==> config.mk <==
export PLATFORM = sky130hd
export DESIGN_NAME = alu_cmd_sequencer
export DESIGN_NICKNAME = d
export VERILOG_FILES = /design/src/rtl/alu_pkg.sv /design/src/rtl/alu_cmd_fifo.sv /design/src/rtl/alu_cmd_sequencer.sv
export SDC_FILE = /design/constraint.sdc
export NUM_CORES = 1
export LEC_CHECK = 0
export BUFFER_PORTS_ARGS = -buffer_cell sky130_fd_sc_hd__buf_2
export CORE_AREA = 2 2 111 113
export DETAILED_ROUTE_END_ITERATION = 8
export DIE_AREA = 0 0 113 115
export HOLD_SLACK_MARGIN = 0.03
export PLACE_DENSITY_LB_ADDON = 0.25
export SLEW_MARGIN = 20
export SYNTH_ARGS = -nofsm -noshare
export SYNTH_HDL_FRONTEND = slang
export SYNTH_SLANG_ARGS = --single-unit
export TNS_END_PERCENT = 20
==> constraint.sdc <==
create_clock -name clk -period 5.4 [get_ports clk]
set_clock_uncertainty 0.05 [all_clocks]
set_input_delay 1.62 -clock clk [delete_from_list [all_inputs] [get_ports clk]]
set_output_delay 1.62 -clock clk [all_outputs]
set_load 0.01 [all_outputs]
==> src/rtl/alu_pkg.sv <==
// Shared types and constants for the ALU command sequencer: opcodes, FSM
// encoding, queue entry layout and the response packing helper.
package alu_pkg;

    localparam logic [1:0] OP_ADD = 2'b00;
    localparam logic [1:0] OP_SUB = 2'b01;
    localparam logic [1:0] OP_CMP = 2'b10;
    localparam logic [1:0] OP_AND = 2'b11;

    localparam int RSP_W = 5;
    localparam int CMD_W = 10;

    typedef enum logic [1:0] {
        IDLE  = 2'd0,
        ISSUE = 2'd1,
        RESP  = 2'd2
    } state_e;

    typedef struct packed {
        logic [1:0] op;
        logic [3:0] a;
        logic [3:0] b;
    } cmd_t;

    typedef struct packed {
        logic [RSP_W-1:0] data;
        logic             err;
    } rsp_t;

    // Compare results are only trustworthy when exactly one flag is set.
    function automatic rsp_t pack_rsp(input logic [1:0] op,
                                      input logic [4:0] result,
                                      input logic [3:0] answer,
                                      input logic       eq,
                                      input logic       less,
                                      input logic       great);
        rsp_t r;
        r = '0;
        case (op)
            OP_CMP: begin
                r.data = {2'b00, great, less, eq};
                r.err  = !$onehot({great, less, eq});
            end
            OP_AND:  r.data = {1'b0, answer};
            default: r.data = result;
        endcase
        return r;
    endfunction

endpackage

==> src/rtl/alu_cmd_fifo.sv <==
// Command queue: power-of-two ring buffer with wrapping pointers and an
// occupancy count; push is dropped when full, pop is dropped when empty.
module alu_cmd_fifo #(
    parameter int DEPTH = 4,
    parameter int W     = 10,
    localparam int PTR_W = $clog2(DEPTH),
    localparam int CNT_W = PTR_W + 1
) (
    input  logic             clk,
    input  logic             rst_n,
    input  logic             push,
    input  logic [W-1:0]     din,
    input  logic             pop,
    output logic [W-1:0]     dout,
    output logic             full,
    output logic             empty,
    output logic [CNT_W-1:0] count
);

    logic [W-1:0]     mem_q [DEPTH];
    logic [PTR_W-1:0] wr_ptr_q, wr_ptr_d;
    logic [PTR_W-1:0] rd_ptr_q, rd_ptr_d;
    logic [CNT_W-1:0] count_q, count_d;
    logic             push_ok, pop_ok;

    assign full    = (count_q == CNT_W'(DEPTH));
    assign empty   = (count_q == '0);
    assign count   = count_q;
    assign dout    = mem_q[rd_ptr_q];
    assign push_ok = push && !full;
    assign pop_ok  = pop && !empty;

    always_comb begin
        wr_ptr_d = wr_ptr_q;
        rd_ptr_d = rd_ptr_q;
        count_d  = count_q;
        if (push_ok) wr_ptr_d = wr_ptr_q + PTR_W'(1);
        if (pop_ok)  rd_ptr_d = rd_ptr_q + PTR_W'(1);
        if (push_ok && !pop_ok)      count_d = count_q + CNT_W'(1);
        else if (pop_ok && !push_ok) count_d = count_q - CNT_W'(1);
    end

    always_ff @(posedge clk or negedge rst_n) begin
        if (!rst_n) begin
            wr_ptr_q <= '0;
            rd_ptr_q <= '0;
            count_q  <= '0;
        end else begin
            wr_ptr_q <= wr_ptr_d;
            rd_ptr_q <= rd_ptr_d;
            count_q  <= count_d;
        end
    end

    // Storage needs no reset: entries are only read once counted valid.
    always_ff @(posedge clk) begin
        if (push_ok) mem_q[wr_ptr_q] <= din;
    end

endmodule

==> src/rtl/alu_cmd_sequencer.sv <==
// Sequencer in front of a combinational 4-bit ALU: queues commands, drives
// the ALU from registers, waits SETTLE cycles, then returns a packed response.
module alu_cmd_sequencer
    import alu_pkg::*;
#(
    parameter int DEPTH  = 4,
    parameter int SETTLE = 1
) (
    input  logic       clk,
    input  logic       rst_n,
    input  logic       cmd_valid,
    output logic       cmd_ready,
    input  logic [1:0] cmd_op,
    input  logic [3:0] cmd_a,
    input  logic [3:0] cmd_b,
    output logic       alu_a0,
    output logic       alu_a1,
    output logic [3:0] alu_a,
    output logic [3:0] alu_b,
    input  logic [4:0] alu_result,
    input  logic [3:0] alu_answer,
    input  logic       alu_eq,
    input  logic       alu_less,
    input  logic       alu_great,
    output logic       rsp_valid,
    input  logic       rsp_ready,
    output logic [1:0] rsp_op,
    output logic [4:0] rsp_data,
    output logic       rsp_err,
    output logic       busy
);

    localparam int CNT_W  = $clog2(SETTLE + 1);
    localparam int FCNT_W = $clog2(DEPTH) + 1;

    state_e            state_q, state_d;
    logic [CNT_W-1:0]  cnt_q, cnt_d;
    cmd_t              drv_q, drv_d;
    logic              rsp_valid_q, rsp_valid_d;
    logic [1:0]        rsp_op_q, rsp_op_d;
    rsp_t              rsp_q, rsp_d;

    cmd_t              fifo_in, fifo_head;
    logic              fifo_full, fifo_empty, pop;
    logic [FCNT_W-1:0] fifo_count;

    assign fifo_in = '{op: cmd_op, a: cmd_a, b: cmd_b};

    alu_cmd_fifo #(.DEPTH(DEPTH), .W(CMD_W)) u_fifo (
        .clk   (clk),
        .rst_n (rst_n),
        .push  (cmd_valid),
        .din   (fifo_in),
        .pop   (pop),
        .dout  (fifo_head),
        .full  (fifo_full),
        .empty (fifo_empty),
        .count (fifo_count)
    );

    always_ff @(posedge clk or negedge rst_n) begin
        if (!rst_n) begin
            state_q     <= IDLE;
            cnt_q       <= '0;
            drv_q       <= '0;
            rsp_valid_q <= 1'b0;
            rsp_op_q    <= '0;
            rsp_q       <= '0;
        end else begin
            state_q     <= state_d;
            cnt_q       <= cnt_d;
            drv_q       <= drv_d;
            rsp_valid_q <= rsp_valid_d;
            rsp_op_q    <= rsp_op_d;
            rsp_q       <= rsp_d;
        end
    end

    always_comb begin
        state_d     = state_q;
        cnt_d       = cnt_q;
        drv_d       = drv_q;
        rsp_valid_d = rsp_valid_q;
        rsp_op_d    = rsp_op_q;
        rsp_d       = rsp_q;
        case (state_q)
            IDLE: begin
                if (pop) begin
                    drv_d   = fifo_head;
                    cnt_d   = CNT_W'(SETTLE);
                    state_d = ISSUE;
                end
            end
            ISSUE: begin
                cnt_d = cnt_q - CNT_W'(1);
                if (cnt_q == CNT_W'(1)) begin
                    rsp_op_d    = drv_q.op;
                    rsp_d       = pack_rsp(drv_q.op, alu_result, alu_answer,
                                           alu_eq, alu_less, alu_great);
                    rsp_valid_d = 1'b1;
                    state_d     = RESP;
                end
            end
            RESP: begin
                // A waiting command goes straight back to ISSUE, skipping IDLE.
                if (rsp_ready) begin
                    rsp_valid_d = 1'b0;
                    if (pop) begin
                        drv_d   = fifo_head;
                        cnt_d   = CNT_W'(SETTLE);
                        state_d = ISSUE;
                    end else begin
                        state_d = IDLE;
                    end
                end
            end
            default: state_d = IDLE;
        endcase
    end

    always_comb begin
        pop = !fifo_empty &&
              ((state_q == IDLE) || ((state_q == RESP) && rsp_ready));
        busy      = (state_q != IDLE) || (fifo_count != '0);
        cmd_ready = !fifo_full;
        alu_a1    = drv_q.op[1];
        alu_a0    = drv_q.op[0];
        alu_a     = drv_q.a;
        alu_b     = drv_q.b;
        rsp_valid = rsp_valid_q;
        rsp_op    = rsp_op_q;
        rsp_data  = rsp_q.data;
        rsp_err   = rsp_q.err;
    end

endmodule

; After elaboration in Yosys (flattened, before gate mapping)
; Memories as Yosys holds them, arrays and structs flattened.
; Cells that the tools add are included.
[totals]
ff_bits = 29
ramBits = 40
inputBits = 26
word_cells = 75
n_memories = 1
[op_classes]
add_sub_neg = 7
eq_ne = 9
n_mux = 20
reduce_logical = 26
[mem_list]
columns = memory, depth, width, rd, rd_ports_with_merged_regs, write_ports, line
row1 = u_fifo.mem_q, 4, 10, 1, 0, 1, alu_cmd_fifo.sv:20  ; logic [W-1:0] mem_q [DEPTH];
[op_table]
columns = operator, n
row1 = 2-to-1 mux 10 bit, 2
row2 = one-hot mux 10 bit (2 select lines), 1
row3 = one-hot mux 5 bit (2 select lines), 1
row4 = 2-to-1 mux 1 bit, 8
row5 = nonzero test 2 bit, 4
row6 = == test 2 bit (second input constant), 3
row7 = logical AND 1 bit, 6
row8 = 2-to-1 mux 2 bit, 3
row9 = 2-to-1 mux 3 bit, 2
row10 = one-hot mux 2 bit (3 select lines), 1
row11 = AND reduction 2 bit, 3
row12 = AND reduction 3 bit, 2
row13 = nonzero test 3 bit, 2
row14 = logical NOT 1 bit, 5
row15 = adder 2 x 1 -> 2 bit (second input constant), 2
row16 = == test 2 x 1 -> 1 bit (second input constant), 2
row17 = inequality test 2 bit (second input constant), 2
row18 = adder 3 x 1 -> 3 bit (second input constant), 1
row19 = == test 3 bit (second input constant), 1
row20 = logical NOT 3 bit, 1
row21 = one-hot mux 1 bit (3 select lines), 1
row22 = subtractor 3 x 1 -> 3 bit (second input constant), 1
row23 = adder 1 x 1 -> 2 bit, 1
row24 = adder 2 x 1 -> 2 bit, 1
row25 = other kinds (5), 6

; Longest topological paths before layout
[depth]
depth_word = 8
depth_mapped = 10
mapped_depth_nobuf = 9

; Cells and area by module
; A second synthesis with hierarchy kept.
[hier_totals]
hier_cells = 170
area_unflattened_um2 = 2895.3
[modules_own_cells]
columns = mod, instances, cells_each, area_each_um2, seq_area_each_um2
row1 = alu_cmd_fifo, 1, 88, 1864.3, 1376.3
row2 = alu_cmd_sequencer, 1, 82, 1031.0, 550.5

; Worst setup path after synthesis
; No wires, ideal clock.
[synth_path]
kind = input -> register
start = in rsp_ready
end = reg u_fifo.count_q[2], in the netlist u_fifo.count[2]
setup_ns = 0.079
t_arrival_ns = 3.055
path_slack_ns = 2.216
stages = 10
path_buffers = 1
cell_sequence = nor2b_1 nor3_2 buf_6 inv_1 ha_1 inv_1 fa_1 xor2_1 nor2_1 xor2_1
[synth_between]
elab_chain_cells = 7
word_cells_on_any_way = 9
classes_between = mux: 1 / reduce/logical: 8
[synth_rtl]
columns = element, line
row1 = start: declaration, alu_cmd_sequencer.sv:26  ; input logic rsp_ready,
row2 = logical AND 1 bit *, alu_cmd_sequencer.sv:123  ; ((state_q == IDLE) || ((state_q == RESP) && rsp_ready));
row3 = logical OR 1 bit *, alu_cmd_sequencer.sv:123
row4 = logical AND 1 bit *, alu_cmd_sequencer.sv:122  ; pop = !fifo_empty &&
row5 = logical AND 1 bit *, alu_cmd_fifo.sv:31  ; assign pop_ok = pop && !empty;
row6 = logical NOT 1 bit, alu_cmd_fifo.sv:39  ; if (push_ok && !pop_ok) count_d = count_q + CNT_W'(1);
row7 = logical AND 1 bit, alu_cmd_fifo.sv:39
row8 = 2-to-1 mux 3 bit / nonzero test 2 bit (equally long branches), n/a
row9 = end signal: assignment, alu_cmd_fifo.sv:51  ; count_q <= count_d;
row10 = end: declaration, alu_cmd_fifo.sv:23  ; logic [CNT_W-1:0] count_q, count_d;
; Mark *: on every way between the ends. The rest lies on a longest branch, timed or not.
; A chain may end at the register's enable or synchronous reset.

; Worst setup path after layout
[layout_path]
start = reg state_q[0]
end = out busy
[layout_between]
elab_chain_cells = 2
[layout_rtl]
columns = element, line
row1 = start: declaration, alu_cmd_sequencer.sv:36  ; state_e state_q, state_d;
row2 = start signal: assignment, alu_cmd_sequencer.sv:70  ; state_q <= state_d;
row3 = nonzero test 2 bit, alu_cmd_sequencer.sv:124  ; busy = (state_q != IDLE) || (fifo_count != '0);
row4 = logical OR 1 bit, alu_cmd_sequencer.sv:124
row5 = end: declaration, alu_cmd_sequencer.sv:30  ; output logic busy
; No other way between the ends.

==> impl_metrics.tcl <==
set metrics [dict create \
    fin_area_mm2 0.00352 \
    cts_setup_buffers 0 \
    cts.sinks 69 \
    fp-row-count 40 \
    path_max_fanout 8 \
    coreArea_mm2 0.0118 \
    first_pass_iters 6 \
    ant_nets 0 \
    cts_buffers 9 \
    drt_iter0_drc 118 \
    mostFrequentLayoutCell "buf_2" \
    rsz0062_at_grt "false" \
    dieArea_mm2 0.0130 \
    peakVddDrop_v 0.000139 \
    yosys.area.top_type_share 0.419 \
    crit_chain "or4_1 -> nand2b_1 -> buf_2" \
    syn_area_per_cell_um2 17.1 \
    synthTopCellsByArea "edfxtp_1 42%, dfrtp_1 25%, mux4_2 6.3%" \
    netlist_area_mm2 0.00286 \
    critPathMaxStageDelay_ps 580 \
    finalSetupViolCount 0 \
    cts_buffer_depth 2 \
    relSlewSlack 0.515 \
    cts_hold_buf 0 \
    finalHoldViolations 0 \
    place_area_mm2 0.00324 \
    cp-end-kind "output pin" \
    timing.rr.end "u_fifo.count[2]$_DFFE_PN0P_" \
    grt_pass1_wl_um 8580 \
    hpwlAfterDp_um 3550 \
    ctsResizeCount 0 \
    reg2reg_depth 10 \
    routedWlPerCell_um 14.5 \
    synth_largest_area_cell "edfxtp_1" \
    tns_ps 0 \
    pin_count 47 \
    seqCellArea_mm2 0.00193 \
    drv_slew 0 \
    syn_to_final_growth_pct 23.0 \
    synth-seq-cells 69 \
    synthCells 167 \
    grt_overflow_total 0 \
    final_cell_mix "46 x buf_2, 40 x edfxtp_1, 29 x dfrtp_1, 9 x clkbuf_16" \
    antenna_found_initial 0 \
    yosysUniqueCellTypes 31 \
    grt_max_degree 30 \
    cp_slowest_cell "or4_1" \
    io_buffers 46 \
    die_w_um 113 \
    path_class "register to output pin" \
    violations "DRC" \
    r2r_slack_ps 3090 \
    synthFlopType "edfxtp_1" \
    leakage_nw 1.40 \
    via_per_inst 4.09 \
    synth_edf_count 40 \
    maxCapViolations 0 \
    n_antenna_cell 0 \
    syn-num-nets 200 \
    clock.fmax_mhz 301 \
    drive_gt1_frac 0.377 \
    startpoint_type "register" \
    required_ps 3730 \
    clk_latency_ps 320 \
    grt_pass1_vias 1580 \
    whs_path_depth 1 \
    die_h_um 115 \
    cts.clk_slew.worst_paths_ps 50 \
    root_buffer "clkbuf_16" \
    ys_warn_count 0 \
    arrival_ps 1650 \
    p_per_area_mw_per_mm2 593 \
    fill_cells 1179 \
    htree_levels 3 \
    fin_hold_ws_ps 421 \
    fin_crit_sh 0.615 \
    drc 4 \
    multi_input_area_um2 876 \
    fin_crit_ps 3320 \
    grt_usage 0.0894 \
    hold_end "rsp_data[1]$_DFFE_PN0P_" \
    initial_utilization 0.242 \
    drt_wl_total_um 5350 \
    power.total_mw 2.09 \
    hold_path_startpoint "rsp_data[1]$_DFFE_PN0P_" \
    finish.net_count 251 \
    vias 1513 \
    seq_area_frac_synth 0.673 \
    hp-class "register to register" \
    status "finished, violations left" \
    gp_congestion 0.664 \
    worstReg2RegStart "u_fifo.count[0]$_DFFE_PN0P_" \
    ys_async_sr_fraction 0.420 \
    tightest_slew_ps 728 \
    cts_tree "done" \
]
critical path: cells and delay by family, from the launching register on:
family                 cells  cell delay (ps)
DFF                        1              460
and+or+nand+nor            2              740
buffers and inverters      1              130
cell usage after synthesis, types with 2 or more instances:
cell type,count
and2_1,4
o21ai_0,5
a211oi_1,3
mux2_4,8
nand2_1,6
mux2i_1,3
dfrtp_1,29
nor2_1,6
clkbuf_1,4
a21oi_1,4
mux2_2,6
mux4_1,2
a21o_1,3
nor2b_1,2
nand2b_1,4
xnor2_1,3
edfxtp_1,40
ha_1,5
inv_1,5
xor2_1,4
mux4_2,8
fa_1,2
nand3b_1,2
buf_6,2
power breakdown:
group | total [mW] | switching [mW] | internal (mW)
registers | 0.905 | 0.161 | 0.744
logic | 0.649 | 0.283 | 0.365
clock network | 0.534 | 0.202 | 0.332
total | 2.09 | 0.646 | 1.44
state kept, by name, indices dropped and copies added, names as in the netlist, 2 cells and up:
name and flops:
alu_a 4, alu_b 4, rsp_data 5, rsp_op 2, state_q 2, u_fifo.count 3, u_fifo.mem_q 40, u_fifo.rd_ptr_q 2
u_fifo.wr_ptr_q 2
logic make-up after synthesis:
group / synth area share
AOI/OAI and AO/OA: 0.0376
xor gates and xnor gates: 0.0214
adders and majority gates: 0.0358
buffers and inverters: 0.0214
DFF: 0.673
muxes: 0.157
and+or+nand+nor: 0.0537
stage by stage:
step | instances | util | setup slack [ps]
floorplan | 167 | - | 2220
global placement | 354 | 0.275 | 1960
detailed placement | 354 | 0.275 | 1940
CTS | 370 | 0.298 | 2060
global route | 370 | 0.298 | 2010
finish | 370 | 0.298 | 2080
worst max-delay path by stage:
| stage | slack [ps] | end | cells after the start | startpoint |
|---|---|---|---|---|
| after floorplan | 2220 | u_fifo.count[2]$_DFFE_PN0P_ | 10 | rsp_ready |
| after global placement | 1960 | u_fifo.count[2]$_DFFE_PN0P_ | 11 | rsp_ready |
| after detailed placement | 1940 | u_fifo.count[2]$_DFFE_PN0P_ | 11 | rsp_ready |
| after CTS | 2060 | busy | 3 | state_q[0]$_DFFE_PN0P_ |
| after global routing | 2010 | busy | 3 | state_q[0]$_DFFE_PN0P_ |
| final | 2080 | busy | 3 | state_q[0]$_DFFE_PN0P_ |
area by class of cell:
class / count / area share
clock inverters: 4 / 0.00639
well taps: 147 / 0.0522
inverters: 5 / 0.00533
clock buffers: 12 / 0.0728
multi-input cells: 86 / 0.249
repair buffers: 47 / 0.0675
flip-flops and latches: 69 / 0.547
metal layers:
metal  track usage  vias up  part of all wire
met1         0.112      748              0.43
met5             0        -                 0
met3        0.0306        7             0.056
met4        0.0463        0             0.020
met2         0.138       34              0.49
li1              -      724                 -
(Power assumes the default switching activity.)
